===== config.mk =====
export PLATFORM = sky130hd
export DESIGN_NAME = tmds_align_ctrl
export DESIGN_NICKNAME = d
export VERILOG_FILES = /design/src/rtl/tmds_align_ctrl.sv
export SDC_FILE = /design/constraint.sdc
export NUM_CORES = 1
export LEC_CHECK = 0
export CAP_MARGIN = 20
export CORE_UTILIZATION = 40
export CTS_BUF_LIST = sky130_fd_sc_hd__clkbuf_16
export CTS_CLUSTER_SIZE = 40
export DETAILED_ROUTE_END_ITERATION = 10
export GPL_ROUTABILITY_DRIVEN = 0
export PLACE_DENSITY = 0.73
export REMOVE_ABC_BUFFERS = 1
export SETUP_SLACK_MARGIN = 0.05
export SLEW_MARGIN = 20
export SYNTH_ARGS = -nofsm -noshare
export SYNTH_HDL_FRONTEND = slang
export SYNTH_SLANG_ARGS = --single-unit
export TNS_END_PERCENT = 30

===== constraint.sdc =====
create_clock -name clk_1x_in -period 2.66 [get_ports clk_1x_in]
set_clock_uncertainty 0.05 [all_clocks]
set_input_delay 0.665 -clock clk_1x_in [delete_from_list [all_inputs] [get_ports clk_1x_in]]
set_output_delay 0.665 -clock clk_1x_in [all_outputs]
set_load 0.005 [all_outputs]

===== src/rtl/tmds_align_ctrl.sv =====
// tmds_align_ctrl: word-alignment controller for one TMDS channel.
// Slips the deserializer until control-token runs appear, then tracks lock.
module tmds_align_ctrl #(
  parameter int TOKEN_RUN     = 8,
  parameter int SEARCH_CYCLES = 4096,
  parameter int SETTLE_CYCLES = 4,
  parameter int LOSS_TIMEOUT  = 4096
) (
  input  logic       clk_1x_in,
  input  logic       rst_n_in,
  input  logic [9:0] deser_data,
  output logic       bitslip_out,
  output logic       aligned_out,
  output logic [3:0] slip_count_out,
  output logic       lock_lost_out
);
  localparam int RW = $clog2(TOKEN_RUN + 1);
  localparam int WW = $clog2(SEARCH_CYCLES);
  localparam int SW = (SETTLE_CYCLES > 1) ? $clog2(SETTLE_CYCLES) : 1;
  localparam int TW = $clog2(LOSS_TIMEOUT);

  localparam logic [RW-1:0] RUN_MAX = RW'(TOKEN_RUN);
  localparam logic [RW-1:0] RUN_PRE = RW'(TOKEN_RUN - 1);
  localparam logic [WW-1:0] WIN_END = WW'(SEARCH_CYCLES - 1);
  localparam logic [SW-1:0] ST_END  = SW'(SETTLE_CYCLES - 1);
  localparam logic [TW-1:0] TO_END  = TW'(LOSS_TIMEOUT - 1);

  typedef enum logic [1:0] {
    S_SEARCH,
    S_SLIP,
    S_SETTLE,
    S_LOCKED
  } state_t;

  state_t        state;
  state_t        state_nx;
  logic [RW-1:0] run_cnt;
  logic [WW-1:0] win_cnt;
  logic [SW-1:0] st_cnt;
  logic [TW-1:0] to_cnt;
  logic [3:0]    slip_cnt;

  logic tok;
  logic blind;
  logic run_max;
  logic run_hit;
  logic win_end;
  logic st_end;
  logic to_end;

  assign tok = deser_data inside {
    10'b1101010100, 10'b0010101011,
    10'b0101010100, 10'b1010101011
  };

  assign blind   = (state == S_SLIP) || (state == S_SETTLE);
  assign run_max = (run_cnt == RUN_MAX);
  // completion edge of a token run: run_cnt is about to reach TOKEN_RUN
  assign run_hit = !blind && tok && (run_cnt == RUN_PRE);
  assign win_end = (win_cnt == WIN_END);
  assign st_end  = (st_cnt == ST_END);
  assign to_end  = (to_cnt == TO_END);

  always_comb begin
    state_nx = state;
    unique case (state)
      S_SEARCH: begin
        if (run_max) state_nx = S_LOCKED;
        else if (win_end) state_nx = S_SLIP;
      end
      S_SLIP: state_nx = S_SETTLE;
      S_SETTLE: begin
        if (st_end) state_nx = S_SEARCH;
      end
      S_LOCKED: begin
        if (!run_hit && to_end) state_nx = S_SEARCH;
      end
      default: state_nx = S_SEARCH;
    endcase
  end

  always_ff @(posedge clk_1x_in or negedge rst_n_in) begin
    if (!rst_n_in) begin
      state          <= S_SEARCH;
      run_cnt        <= '0;
      win_cnt        <= '0;
      st_cnt         <= '0;
      to_cnt         <= '0;
      slip_cnt       <= '0;
      bitslip_out    <= 1'b0;
      aligned_out    <= 1'b0;
      slip_count_out <= '0;
      lock_lost_out  <= 1'b0;
    end else begin
      state <= state_nx;

      if (blind || !tok) run_cnt <= '0;
      else if (!run_max) run_cnt <= run_cnt + 1'b1;

      if (state == S_SEARCH && state_nx == S_SEARCH)
        win_cnt <= win_cnt + 1'b1;
      else
        win_cnt <= '0;

      if (state == S_SETTLE && !st_end) st_cnt <= st_cnt + 1'b1;
      else st_cnt <= '0;

      // to_cnt measures cycles since the last completed run
      if (run_hit) to_cnt <= '0;
      else if (!to_end) to_cnt <= to_cnt + 1'b1;

      if (state_nx == S_SLIP) begin
        slip_cnt       <= (slip_cnt == 4'd9) ? 4'd0 : slip_cnt + 4'd1;
        slip_count_out <= (slip_cnt == 4'd9) ? 4'd0 : slip_cnt + 4'd1;
      end

      bitslip_out   <= (state_nx == S_SLIP);
      aligned_out   <= (state_nx == S_LOCKED);
      lock_lost_out <= (state == S_LOCKED) && (state_nx == S_SEARCH);
    end
  end
endmodule


==> reports/metrics.sh, run 1 <==
DRIVE_GT1_FRAC=0.0856
CRITICAL_PATH.STARTPOINT_TYPE='primary input'
SYNTH-ADDER-AREA-SHARE=0.0561
POST_SYNTH_INSTANCE_AREA_UM2=2010
CTS.PATH.MAX_BUFFERS=2
SYNTH_AREA_LEADER_CELL='dfrtp_1'
SYNTHXORXNORAREAFRAC=0.0916
FINALHOLDVIOLATIONS=0
CTS_ROOT_BUFFER='clkbuf_16'
TOP_CELL_TYPE_S_SHARE_OF_SYNTHESIZED_AREA=0.486
REGISTER_AREA_UM2=976
DETAILEDPLACEMENTHPWL_UM=2380
TIMING_WORST_SLEW_PIN_VALUE_NS=0.851
MIN_PERIOD_OVER_PERIOD=0.945
CLK_LATENCY_NS=0.27
BUFFER_PORTS.INSERTED=17
PATH_DELAY_FAMILY='compound AO/OA/AOI/OAI gates'
DR_TOTAL_VIAS=1441
DIE-WIDTH_UM=72.9
CTSHOLDBUFFERS=0
ROW_COUNT=25
HOLD_CLASS='reg2reg'
GRT.TOTAL_USAGE=0.143
NUMBER_OF_TOP_LEVEL_PINS=19
VIA_PER_INST=4.99
CORE_OCCUPANCY_IN_THE_FINISHED_LAYOUT=0.507
SETUP_VIOL=0
CAP_VIOL_MAX_COUNT=0
SYNTH-COMPOUND-AREA-SHARE=0.0860
SIMPLE_GATE_SHARE_OF_THE_SYNTHESIZED_AREA=0.237
CTS_TREE='yes'
YS_ASYNC_SR_FRACTION=1.00
GRT_OVERFLOW_TOTAL=0
CRIT_TYPE='in2reg'
POWER_TOTAL_uW=1530
CRITPATHMAXSTAGEDELAY_NS=0.56
MOSTFREQUENTLAYOUTCELLS='dfrtp_1, nor2_1, nand2_1, xor2_1, nand3_1'
SLEW_HEADROOM=0.433
IRDROPWORSTVDD_mV=0.340
GRT_START_MAX_NET_PINS=40
FMAXACHIEVABLE_MHz=398
FIRST_PASS_GRT_WIRE_LENGTH_UM=5910
DRTANTENNAVIOLNETS=0
CTS_SINKS=39
HOLD_SLACK_NS=0.383
NUMPLACEDINSTANCES=283
UNREPAIRED_SETUP_ENDPOINTS_AFTER_GLOBAL_ROUTING='no'
OUTCOME='complete, no violations'
AVERAGE_ROUTED_WIRE_PER_STANDARD_CELL_UM=11.6
ANTENNA_CELLS_INSERTED=0
SYNTHTOLAYOUTAREAGROWTH_PCT=20.8
SYNTHMUXAREASHARE=0.0206
CPMOSTUSEDCELL='a221o_1'
CP_CELL_SEQUENCE='dlygate4sd2_1 -> nand4bb_1 -> or4_4 -> a211oi_4 -> o211ai_4 -> a221o_1 -> a221o_1'
SYNTH_SEQUENTIAL_AREA_RATIO=0.486
CRITICAL_PATH_BUF_INV_COUNT=1
TIMING.CRITICAL_PATH.SLOWEST_STAGE_CELL='or4_4'
N_FILL_CELL=441
DIE-AREA_UM2=5310
TIMING_MAX_TRANSITION_VIOLATIONS_FINAL=0
P_PER_AREA_nW_PER_UM2=629
VIAS_IN_THE_FIRST_GLOBAL_ROUTE=1388
SYNTH.FF_LATCH_COUNT=39
DESIGN.FINAL.NETS=244
CRIT_REQUIRED_NS=2.77
DRCVIOLATIONCOUNT=0
NUMBER_OF_CELLS_IN_THE_FINISHED_LAYOUT_APART_FROM_FILLERS=289
CRITPATHMAXFANOUT=4
STATIC-LEAKAGE-POWER_uW=0.00104
SYNTH_CELL_TYPES=42
LAYOUT_MIN_CYCLE_TIME_NS=2.51
SYNTH_EDF_COUNT=0
CRITICAL_PATH_ARRIVAL_NS=2.62
ANTENNA_FOUND_INITIAL=0
CTS.HTREE.LEVELS=2
FINAL_COMMON_CELL='dfrtp_1'
DOMINANT_COMBINATIONAL_CELL_FAMILY_BY_AREA_AFTER_SYNTHESIS='simple AND/OR/NAND/NOR gates'
POST_SYNTH_INST_COUNT=197
YOSYS_WARNINGS=0
TIMING.CRITICAL_PATH.TO_TYPE='register'
DRT-TOTAL-WL_UM=3360
SYNTH.AVG_CELL_AREA_UM2=10.2
CTS.REPORTEDPATHS.CLKPINSLEW_NS=0.05
CTS_MADE_BUFFERS=5
STARTING_UTILIZATION_OF_THE_CORE_AREA=0.420
MIN-DELAY-START='st_cnt[0]'
MULTIINPUTGATEAREA_UM2=1000
CRIT_PATH_START='deser_data[5]'
DIE_H_UM=72.9
DETAILEDROUTE.FIRSTITERATIONVIOLATIONS=57
REG2REG_FROM='state[0]'
POST_CTS_BUFFERS=0
PLACEABLECOREAREA_UM2=4790
YOSYS-TOP-CELLS-AREA='dfrtp_1, nor2_1, xor2_1'
YS.FLOP_TYPE='dfrtp_1'
FIRSTDRTPASSITERS=4
-- timing repair --
item,4_1_cts,5_1_grt
pin swaps,7,6
gates resized for setup,9,6
setup endpoints to repair,3,1
-- cell usage after synthesis, types with 4 or more instances --
| cell type | n |
|---|---|
| nand4_1 | 4 |
| dfrtp_1 | 39 |
| nand3_1 | 11 |
| nor2_1 | 33 |
| nor2b_1 | 4 |
| xor2_1 | 13 |
| a21oi_1 | 4 |
| ha_1 | 9 |
| and2_1 | 5 |
| xnor2_1 | 8 |
| inv_1 | 9 |
| nand2_1 | 13 |
-- stage by stage --
stage	worst slack (ns)	TNS [ns]	instance area (um^2)
floorplan	-0.124	-0.140	2000
global placement	-0.338	-3.77	2290
detailed placement	-0.356	-4.05	2290
CTS	0.0751	0	2420
global route	0.0309	0	2430
finish	0.147	0	2430
-- worst reg2reg max path, cell delays in order (launching register included) --
cell and delay [ns]:
dfrtp_1 0.38, inv_1 0.14, ha_4 0.23, or4_4 0.53, a211oi_4 0.32, o211ai_4 0.11, a221o_1 0.34, a221o_1 0.29
-- sequential cells by signal, summed over array words and instances, names as in the netlist --
name           count
slip_cnt           4
lock_lost_out      1
bitslip_out        1
run_cnt            4
to_cnt            12
state              2
aligned_out        1
win_cnt           12
st_cnt             2
-- layout make-up --
cell class,count,share of cell area
well taps,67,0.0346
clock inverters,1,0.00155
repair buffers,22,0.0820
flip-flops and latches,39,0.402
multi-input cells,146,0.414
inverters,9,0.0139
clock buffers,5,0.0516
-- report_power, final --
part | switching [uW] | internal, uW | total, uW | leakage [uW]
combinational | 124 | 111 | 234 | 0.000494
sequential | 79.4 | 683 | 762 | 0.000479
clock | 199 | 332 | 531 | 0.0000669
total | 402 | 1130 | 1530 | 0.00104
-- logic make-up after synthesis --
kind of cell	Yosys count
XOR/XNOR	21
buffers and inverters	12
AND/OR/NAND/NOR	91
multiplexers	4
adder cells (fa/ha/maj)	9
AO/OA/AOI/OAI	21
flip-flops	39
-- layer usage --
| layer | vias up | wire [um] | global-route usage |
|---|---|---|---|
| li1 | 733 | - | - |
| met1 | 676 | 1610 | 0.183 |
| met2 | 26 | 1610 | 0.237 |
| met3 | 6 | 95 | 0.0331 |
| met4 | 0 | 45 | 0.0523 |
| met5 | - | 0 | 0 |
-- final timing paths --
path | to | slack [ns] | cells after the start
setup / recovery | slip_cnt[3] | 0.15 | 7
setup reg to reg | slip_cnt[3] | 0.16 | 7
min in group asynchronous | to_cnt[3] | 0.45 | 1
max in group asynchronous | slip_cnt[3] | 1.58 | 1
hold reg to reg | st_cnt[0] | 0.38 | 1
hold / removal | st_cnt[0] | 0.38 | 1
(Power assumes the default switching activity.)
==> run 2: changes to the inputs <==
CAP_MARGIN = 25   (was 20)
PLACE_DENSITY = 0.6   (was 0.73)
==> reports/metrics.sh, run 2 (synthesized netlist as in run 1, its figures left out) <==
OUTCOME='complete, no violations'
FINALHOLDVIOLATIONS=0
GRT_START_MAX_NET_PINS=40
SYNTHTOLAYOUTAREAGROWTH_PCT=26.3
LOGIC_GATE_SHARE_OF_TOTAL_POWER=0.134
AVERAGE_ROUTED_WIRE_PER_STANDARD_CELL_UM=11.7
CPMOSTUSEDCELL='a221o_1'
STARTING_UTILIZATION_OF_THE_CORE_AREA=0.420
SWITCHING_POWER_uW=426
LAYOUT_MIN_CYCLE_TIME_NS=2.53
CTS_SINKS=39
GRT_OVERFLOW_TOTAL=0
DRCVIOLATIONCOUNT=0
FMAXACHIEVABLE_MHz=395
IRDROPWORSTVDD_mV=0.313
CRITICAL_PATH_ARRIVAL_NS=2.65
TIMING.CRITICAL_PATH.SLOWEST_STAGE_CELL='or4_4'
MOSTFREQUENTLAYOUTCELLS='dfrtp_1, nor2_1, nand2_1, xor2_1, nand3_1'
BUFFER_PORTS.INSERTED=17
GRT.TOTAL_USAGE=0.144
CRIT_REQUIRED_NS=2.78
DIE-WIDTH_UM=72.9
UNREPAIRED_SETUP_ENDPOINTS_AFTER_GLOBAL_ROUTING='no'
SETUP_VIOL=0
DETAILEDROUTE.FIRSTITERATIONVIOLATIONS=76
DRT-TOTAL-WL_UM=3460
FINALWORSTSETUPSLACK_NS=0.129
SLEW_HEADROOM=0.435
REG_TOP3='to_cnt (12), win_cnt (12)'
CP_CELL_SEQUENCE='inv_1 -> ha_1 -> or4_4 -> a211oi_4 -> o211ai_4 -> a221o_1 -> a221o_1'
DRTANTENNAVIOLNETS=0
ANTENNA_CELLS_INSERTED=0
CRITICAL_PATH.STARTPOINT_TYPE='register'
MIN_PERIOD_OVER_PERIOD=0.952
FIRST_PASS_GRT_WIRE_LENGTH_UM=5820
VIA_PER_INST=4.97
DIE-AREA_UM2=5310
PLACE_WS_NS=-0.347
DRIVE_GT1_FRAC=0.100
INTERNAL_POWER_uW=1330
CTS.HTREE.LEVELS=2
POSTPLACECELLAREA_UM2=2320
STATIC-LEAKAGE-POWER_uW=0.00114
FINAL_COMMON_CELL='dfrtp_1'
CLOCKPOWERSHARE=0.432
DETAILEDPLACEMENTHPWL_UM=2370
CRITPATHMAXSTAGEDELAY_NS=0.54
N_FILL_CELL=442
SWSHARE=0.243
DIE_H_UM=72.9
FIRSTDRTPASSITERS=5
TIMING.CRITICAL_PATH.TO_TYPE='register'
CRITPATHMAXFANOUT=4
ANTENNA_FOUND_INITIAL=0
CTS_TREE='yes'
CTS.REPORTEDPATHS.CLKPINSLEW_NS=0.06
DR_TOTAL_VIAS=1475
VIAS_IN_THE_FIRST_GLOBAL_ROUTE=1329
CTS.PATH.MAX_BUFFERS=2
CTS_ROOT_BUFFER='clkbuf_16'
CTS_MADE_BUFFERS=5
P_PER_AREA_nW_PER_UM2=691
TIMING_MAX_TRANSITION_VIOLATIONS_FINAL=0
CLK_LATENCY_NS=0.28
HOLD_CLASS='reg2reg'
PLACEABLECOREAREA_UM2=4790
TIMING_WORST_SLEW_PIN_VALUE_NS=0.847
NUMBER_OF_TOP_LEVEL_PINS=19
FINAL_AREA_UM2=2540
ROW_COUNT=25
SEQPWRFRAC=0.435
CAP_VIOL_MAX_COUNT=0
DESIGN.FINAL.NETS=250
CRIT_TYPE='reg2reg'
-- run 2: power by group through the flow --
stage / clock network, uW / registers, uW / logic [uW]
2_1_floorplan: 0 / 751 / 184
3_3_place_gp: 0 / 766 / 236
3_5_place_dp: 0 / 768 / 241
4_1_cts: 778 / 759 / 241
5_1_grt: 800 / 773 / 276
6_report: 757 / 762 / 234
-- run 2: final timing paths --
check	start	end	slack [ns]	cells past startpoint
max in group asynchronous	rst_n_in	to_cnt[6]	1.58	1
worst min register to register	st_cnt[0]	st_cnt[0]	0.41	1
worst min-delay path	st_cnt[0]	st_cnt[0]	0.41	1
worst max register to register	state[1]	slip_cnt[3]	0.13	7
worst max-delay path	state[1]	slip_cnt[3]	0.13	7
min in group asynchronous	rst_n_in	to_cnt[1]	0.45	1
-- run 2: what timing repair did --
item                       in CTS  in global routing
pin swaps                       6                  6
hold buffers                    0                  0
setup buffers                   1                  1
resized for setup               4                  5
setup endpoints to repair       2                  2
-- run 2: layout make-up --
type	count	area, um^2	area share
Clock buffer	5	125	0.0493
Clock inverter	3	63.8	0.0252
Tap cell	67	83.8	0.0331
Timing Repair Buffer	28	268	0.106
Sequential cell	39	976	0.385
Multi-Input combinational cell	146	986	0.389
Inverter	9	33.8	0.0133
-- run 2: per-stage QoR --
stage / total power (uW) / cells / hold WS [ns] / TNS, ns / utilization
2_1_floorplan: 935 / 194 / 0.319 / -0.140 / -
3_3_place_gp: 1000 / 287 / 0.378 / -3.67 / 0.486
3_5_place_dp: 1010 / 287 / 0.378 / -3.93 / 0.486
4_1_cts: 1780 / 296 / 0.413 / 0 / 0.526
5_1_grt: 1850 / 297 / 0.420 / 0 / 0.530
6_report: 1750 / 297 / 0.411 / 0 / 0.530
-- run 2: critical path, delay by kind of cell (launching register included) --
family	cells	cell delay, ns
fa+ha+maj	1	0.31
flops	1	0.39
buf+inv	1	0.08
compound gates	4	1.03
simple gates	1	0.54
-- run 2: layer usage --
metal  GRT usage  routed length, um
met2       0.215               1560
met5           0                  0
met3      0.0414                106
met4      0.0588                 61
met1       0.195               1740
==> run 3: changes to the inputs <==
CORE_UTILIZATION = 61   (was 40)
PLACE_DENSITY = 0.82   (was 0.6)
clock period = 3.2 ns   (was 2.66 ns; I/O delays follow)
==> reports/metrics.sh, run 3 (synthesized netlist as in run 1, its figures left out) <==
DRTANTENNAVIOLNETS=0
TIMING_WORST_SLEW_PIN_VALUE_NS=0.915
SEQPWRFRAC=0.449
FMAXACHIEVABLE_MHz=342
N_FILL_CELL=202
DIE_H_UM=59.4
SETUP_TNS_NS=0
TIMING.CRITICAL_PATH.TO_TYPE='register'
DRCVIOLATIONCOUNT=0
CTS_SINKS=39
VIA_PER_INST=5.89
LAYOUT_MIN_CYCLE_TIME_NS=2.92
AVERAGE_ROUTED_WIRE_PER_STANDARD_CELL_UM=15.4
STATIC-LEAKAGE-POWER_uW=0.00104
MULTIINPUTGATEAREA_UM2=986
CRIT_TYPE='in2reg'
FINALWORSTSETUPSLACK_NS=0.278
DR_TOTAL_VIAS=1578
DIE-WIDTH_UM=59.4
SLEW_HEADROOM=0.386
CTS_TREE='yes'
CTS.PATH.MAX_BUFFERS=2
CRITICAL_PATH_ARRIVAL_NS=3.07
CAP_VIOL_MAX_COUNT=0
CTSHOLDBUFFERS=0
IRDROPWORSTVDD_mV=0.536
FIRST_PASS_GRT_WIRE_LENGTH_UM=6830
POST_CTS_BUFFERS=0
FINALHOLDVIOLATIONS=0
FIRSTDRTPASSITERS=4
CORE_OCCUPANCY_IN_THE_FINISHED_LAYOUT=0.793
ROW_COUNT=20
VIAS_IN_THE_FIRST_GLOBAL_ROUTE=1601
STARTING_UTILIZATION_OF_THE_CORE_AREA=0.652
SWSHARE=0.276
CTS_RESIZED=0
PLACE_WS_NS=0.0184
CTS_ROOT_BUFFER='clkbuf_16'
CTS.REPORTEDPATHS.CLKPINSLEW_NS=0.06
CRITPATHMAXFANOUT=4
CLK_LATENCY_NS=0.28
DIE-AREA_UM2=3530
SYNTHTOLAYOUTAREAGROWTH_PCT=21.5
HOLD_CLASS='reg2reg'
MOSTFREQUENTLAYOUTCELLS='dfrtp_1, nor2_1, clkdlybuf4s50_1'
SETUP_VIOL=0
FINAL_COMMON_CELL='dfrtp_1'
OUTCOME='complete, no violations'
REGISTER_AREA_UM2=976
CTS_MADE_BUFFERS=5
DRT-TOTAL-WL_UM=4120
CTS.HTREE.LEVELS=2
UNREPAIRED_SETUP_ENDPOINTS_AFTER_GLOBAL_ROUTING='no'
GRT_START_MAX_NET_PINS=40
INTERNAL_POWER_uW=1030
DESIGN.FINAL.NETS=244
DETAILEDPLACEMENTHPWL_UM=2750
NUMBER_OF_TOP_LEVEL_PINS=19
SWITCHING_POWER_uW=394
P_PER_AREA_nW_PER_UM2=585
ANTENNA_CELLS_INSERTED=0
ANTENNA_FOUND_INITIAL=0
PLACEABLECOREAREA_UM2=3080
DRIVE_GT1_FRAC=0.0759
REG_TOP3='to_cnt (12), win_cnt (12)'
CRITICAL_PATH.STARTPOINT_TYPE='primary input'
POWER_TOTAL_uW=1430
BUFFER_PORTS.INSERTED=17
CRIT_REQUIRED_NS=3.35
GRT.TOTAL_USAGE=0.267
DETAILEDROUTE.FIRSTITERATIONVIOLATIONS=77
LOGIC_GATE_SHARE_OF_TOTAL_POWER=0.157
GRT_OVERFLOW_TOTAL=0
TIMING_MAX_TRANSITION_VIOLATIONS_FINAL=0
CLOCKPOWERSHARE=0.393
MIN_PERIOD_OVER_PERIOD=0.913
run 3: stage by stage:
step	instances	instance area (um^2)	hold slack, ns
after floorplan	194	2000	0.359
after global placement	260	2270	0.370
after detailed placement	260	2270	0.380
after CTS	268	2440	0.389
after global routing	268	2440	0.406
final	268	2440	0.383
run 3: power groups by stage:
stage,Sequential [uW],Combinational [uW],Clock (uW)
global route,649,251,585
detailed placement,643,214,0
global placement,633,191,0
finish,641,224,561
CTS,638,224,572
floorplan,624,153,0
run 3: final cells by class:
cell class              count  area share
clock buffers               5      0.0513
repair buffers             22      0.0903
multi-input cells         146       0.404
clock inverters             3      0.0179
well taps                  44      0.0226
inverters                   9      0.0138
flip-flops and latches     39       0.400
run 3: metal layers:
metal	wire (um)	GRT usage
met1	1680	0.298
met2	2050	0.453
met3	195	0.0590
met4	195	0.184
met5	0	0
run 3: final timing paths:
path	startpoint	endpoint	slack (ns)	cells after the start
min in group asynchronous	rst_n_in	slip_cnt[3]	0.90	2
max	deser_data[7]	slip_cnt[2]	0.28	8
max in group asynchronous	rst_n_in	to_cnt[10]	1.86	2
max reg2reg	state[0]	slip_cnt[2]	0.44	8
min reg2reg	st_cnt[0]	st_cnt[0]	0.38	1
min	st_cnt[0]	st_cnt[0]	0.38	1
run 3: critical path, stage by stage:
cell and delay (ns):
clkdlybuf4s50_1 0.49, nand4bb_1 0.10, or4_4 0.51, a211oi_4 0.33
o211ai_4 0.13, buf_4 0.17, a211oi_1 0.31, xor2_1 0.21
